### config.mk
export PLATFORM = sky130hd
export DESIGN_NAME = sipo_4bit_shift_reg_rx
export DESIGN_NICKNAME = d
export VERILOG_FILES = /design/src/rtl/sipo_4bit_shift_reg_rx.sv
export SDC_FILE = /design/constraint.sdc
export NUM_CORES = 1
export LEC_CHECK = 0
export ABC_CLOCK_PERIOD_IN_PS = 2900
export CAP_MARGIN = 20
export CORE_AREA = 2 2 39 41
export DETAILED_ROUTE_END_ITERATION = 8
export DIE_AREA = 0 0 41 43
export GPL_ROUTABILITY_DRIVEN = 0
export GPL_TIMING_DRIVEN = 0
export HOLD_SLACK_MARGIN = 0.02
export MAX_ROUTING_LAYER = met4
export PLACE_DENSITY = 0.78
export SETUP_SLACK_MARGIN = 0.1
export SLEW_MARGIN = 20
export SYNTH_ARGS = -nofsm -noshare
export SYNTH_HDL_FRONTEND = slang
export SYNTH_SLANG_ARGS = --single-unit
### constraint.sdc
create_clock -name clk -period 2.9 [get_ports clk]
set_clock_uncertainty 0.1 [all_clocks]
set_input_delay 0.29 -clock clk [delete_from_list [all_inputs] [get_ports clk]]
set_output_delay 0.29 -clock clk [all_outputs]
set_load 0.01 [all_outputs]
### src/rtl/sipo_4bit_shift_reg_rx.sv
// Serial-in parallel-out receiver: assembles WIDTH serial bits into a word and strobes p_valid once per word.
// Optional macro PARITY_CHECK_EN appends an even-parity bit to each frame and reports mismatches on parity_err.
module sipo_4bit_shift_reg_rx #(
  parameter int WIDTH     = 4,
  parameter bit MSB_FIRST = 1'b1
) (
  input  logic                         clk,
  input  logic                         rst,
  input  logic                         s_in,
  input  logic                         s_en,
  input  logic                         clr,
  output logic [WIDTH-1:0]             p_out,
  output logic                         p_valid,
  output logic                         busy,
  output logic [$clog2(WIDTH+1)-1:0]   bit_cnt,
  output logic                         parity_err
);

  localparam int CW = $clog2(WIDTH + 1);
`ifdef PARITY_CHECK_EN
  localparam int FRAME = WIDTH + 1;
`else
  localparam int FRAME = WIDTH;
`endif
  localparam logic [CW-1:0] LAST_IDX = CW'(FRAME - 1);

  logic [WIDTH-1:0] sr;
  logic [WIDTH-1:0] sr_shift;
  logic [WIDTH-1:0] sr_next;
  logic [WIDTH-1:0] p_out_next;
  logic [CW-1:0]    cnt_next;
  logic             p_valid_next;
  logic             last_bit;

  // The shift direction decides which end of the word the first bit lands in.
  generate
    if (MSB_FIRST) begin : g_msb_first
      assign sr_shift = {sr[WIDTH-2:0], s_in};
    end else begin : g_lsb_first
      assign sr_shift = {s_in, sr[WIDTH-1:1]};
    end
  endgenerate

  assign last_bit = (bit_cnt == LAST_IDX);

  always_comb begin
    sr_next      = sr;
    cnt_next     = bit_cnt;
    p_out_next   = p_out;
    p_valid_next = 1'b0;
    if (clr) begin
      sr_next  = '0;
      cnt_next = '0;
    end else if (s_en) begin
      if (last_bit) begin
        sr_next      = '0;
        cnt_next     = '0;
        p_valid_next = 1'b1;
`ifdef PARITY_CHECK_EN
        // The final bit is the parity bit, so the data word is already complete in sr.
        p_out_next   = sr;
`else
        p_out_next   = sr_shift;
`endif
      end else begin
        sr_next  = sr_shift;
        cnt_next = bit_cnt + 1'b1;
      end
    end
  end

  always_ff @(posedge clk or posedge rst) begin
    if (rst) begin
      sr      <= '0;
      bit_cnt <= '0;
      p_out   <= '0;
      p_valid <= 1'b0;
    end else begin
      sr      <= sr_next;
      bit_cnt <= cnt_next;
      p_out   <= p_out_next;
      p_valid <= p_valid_next;
    end
  end

`ifdef PARITY_CHECK_EN
  logic parity_err_next;

  // Even parity: data bits plus parity bit must XOR to zero.
  always_comb begin
    parity_err_next = 1'b0;
    if (!clr && s_en && last_bit) begin
      parity_err_next = ^{sr, s_in};
    end
  end

  always_ff @(posedge clk or posedge rst) begin
    if (rst) begin
      parity_err <= 1'b0;
    end else begin
      parity_err <= parity_err_next;
    end
  end
`else
  assign parity_err = 1'b0;
`endif

  assign busy = (bit_cnt != '0);

endmodule

==> results.md <==
- Most Crowded Layer GR: met1
- Worst path slowest cell: clkdlybuf4s50_1
- Max Slew Vio Count: 0
- Seq cells post-synth: 11
- Crit. End Element: output port
- Global-route met2 utilization: 0.163
- Syn. warnings: 0
- Chip width: 41 um
- Final setup viols: 0
- Max Root-Sink Buffers: 2
- Skew-Pair Late Insertion Delay: about 0.27 ns
- H-tree Lvls: 1
- Post-route ant nets: 0
- Unique masters post-synth: 15
- Post-DP HPWL: 604 um
- Total negative slack: 0 ns
- First-pass GRT wire length: ~1500 um
- Startpoint Class: flop
- Final WL: 825 um
- Worst IR Drop VDD: about 0.28 mV
- Number of global-route vias before repair: 340
- Layout area overhead: 32.8%
- Root Driver: clkbuf_4
- CTS Buf Count: 3
- Crit path time final: around 1.9 ns
- First DRT Iteration DRCs: 10
- PwrDens: 467 nW/um^2
- Leakage: roughly 0.00032 uW
- Synthesized area: between 500 and 600 sq um
- M1 GR Usage: 0.172
- Post-CTS Hold Buffers: 0
- GRT met3 Usage: 0.0314
- Fin. Hold Viols: 0
- Synth Net Count: 49
- Core area: ~1400 sq um
- Final worst path period share: 0.657
- Largest net degree at the start of global routing: 12
- IO Count: 15
- Starting density of the core: 0.366
- Initial antenna violation count: 0
- CTS sink cnt: 11
- WL/cell: about 11 um
- Crit path cell chain: inv_1 -> ha_1 -> nand2b_1 -> clkdlybuf4s50_1
- # nets final: 66
- Setup CP Type: reg2out
- Gate Count Post-Synth: 42
- Req. time, crit path: around 2.5 ns
- Worst-path clk slew: about 0.070 ns
- Hold Path Class: in2reg
- DRT Pass-1 Iters: 3
- Layout cells sized above 1: 0.190
- GRT Resource Usage Total: 0.126
- Buf+Inv Stages, Crit Path: 2
- FMAX: roughly 0.52 GHz
- Max Cap Violations: 0
- Gates resized, CTS repair: 0
- Run status: finished clean
- Port bufs: 12
- ANT cells: 0
- Die Footprint: between 1500 and 2000 sq um
- Setup Buffers After CTS: 0
- Critical path data arrival time: ~1.5 ns
- Critical path's largest stage delay: ~0.52 ns
- CTS tree: done
- Vias per cell: about 4.7
- Worst path top cell family by delay: buffers and inverters
- GRT overflow: 0
- Rows: 14
- Sequential area share after synthesis: 0.543
- Drc violations: 0
- Worst Path Max Fanout: 4
- Finished Core Util: 0.486
- RSZ-0062 raised after global routing: false
- Syn_area_per_cell: 12.1 sq um
- Die H: 43 um
- DR vias: 348
==> where the power goes <==
part / switching (uW) / internal, uW / total (uW)
clock: 50.2 / 53.3 / 104
sequential: 4.72 / 160 / 165
combinational: 20.3 / 26.1 / 46.3
total: 75.2 / 239 / 315
==> registers in the layout, indices dropped and copies added, names as in the netlist <==
| signal | count |
|---|---|
| bit_cnt | 3 |
| sr | 3 |
| p_valid | 1 |
| p_out | 4 |
==> metal layers <==
metal,wire (um),share of wire,vias to the layer above
met2,418,0.51,10
met5,0,0,-
li1,-,-,169
met3,32,0.039,2
met4,8,0.0097,0
met1,366,0.44,167
==> synthesized netlist by cell type (all sizes together) <==
master  instances  area share
a21oi           4       0.040
buf             2       0.037
nor2            1      0.0074
conb            1      0.0074
dfrtp          11        0.54
and3b           1       0.017
inv             3       0.022
nand2b          6       0.074
ha              2       0.049
nand2           1       0.022
mux2i           1       0.020
nor3            1       0.032
mux2            4       0.089
nand3           4       0.040
==> kinds of logic (layout without fill, tap and decap cells) <==
logic type      Yosys count  count (layout)  share of synthesized area
buf+inv                   5              21                     0.0593
fa+ha+maj                 2               2                     0.0494
simple gates             14              14                      0.193
mux                       5               5                      0.109
compound gates            4               4                     0.0395
flops                    11              11                      0.543
other cells               1               1                    0.00740
==> placed cells by master, fill, tap and decap left out <==
master	Yosys	final
clkdlybuf4s50_1	0	12
dfrtp_1	11	11
nand2b_1	6	6
nand3_1	4	4
a21oi_1	4	4
mux2_2	4	4
inv_1	3	3
clkbuf_4	0	3
ha_1	2	2
buf_6	1	1
mux2i_1	1	1
nor2_1	1	1
nand2_4	1	1
nor3_4	1	1
and3b_1	1	1
buf_4	1	1
conb_1	1	1
clkbuf_1	0	1
==> final timing paths <==
path	start	end	slack, ns	cells past startpoint
max in group asynchronous	rst	bit_cnt[1]$_DFFE_PP0P_	2.22	2
worst min-delay path	s_en	p_valid$_DFF_PP0_	0.19	3
worst max register to register	bit_cnt[0]$_DFFE_PP0P_	p_out[0]$_DFFE_PP0P_	1.37	4
min in group asynchronous	rst	p_out[2]$_DFFE_PP0P_	0.20	2
worst min register to register	p_out[1]$_DFFE_PP0P_	p_out[1]$_DFFE_PP0P_	0.41	1
worst max-delay path	bit_cnt[0]$_DFFE_PP0P_	busy	0.99	4
==> area by class of cell <==
class                   count  area, sq um
inverters                   3         11.3
fillers                   132          711
well taps                  16         20.0
flip-flops and latches     11          275
repair buffers             12          120
plain buffers               2         18.8
clock buffers               4         26.3
multi-input cells          26          201
==> worst reg2reg max path, stage by stage (launching register included) <==
cell	delay (ns)
dfrtp_1	0.40
ha_1	0.24
nand2_4	0.07
nor3_4	0.22
mux2_2	0.38
==> metrics by stage <==
step	worst slack [ns]	power [uW]	hold slack (ns)	cell area (sq um)	instances
floorplan	1.45	191	0.0424	507	42
global placement	1.12	213	0.390	647	70
detailed placement	1.09	215	0.394	647	70
CTS	0.971	319	0.187	673	74
global route	0.903	330	0.204	673	74
finish	0.995	315	0.191	673	74
(Power assumes the default switching activity.)
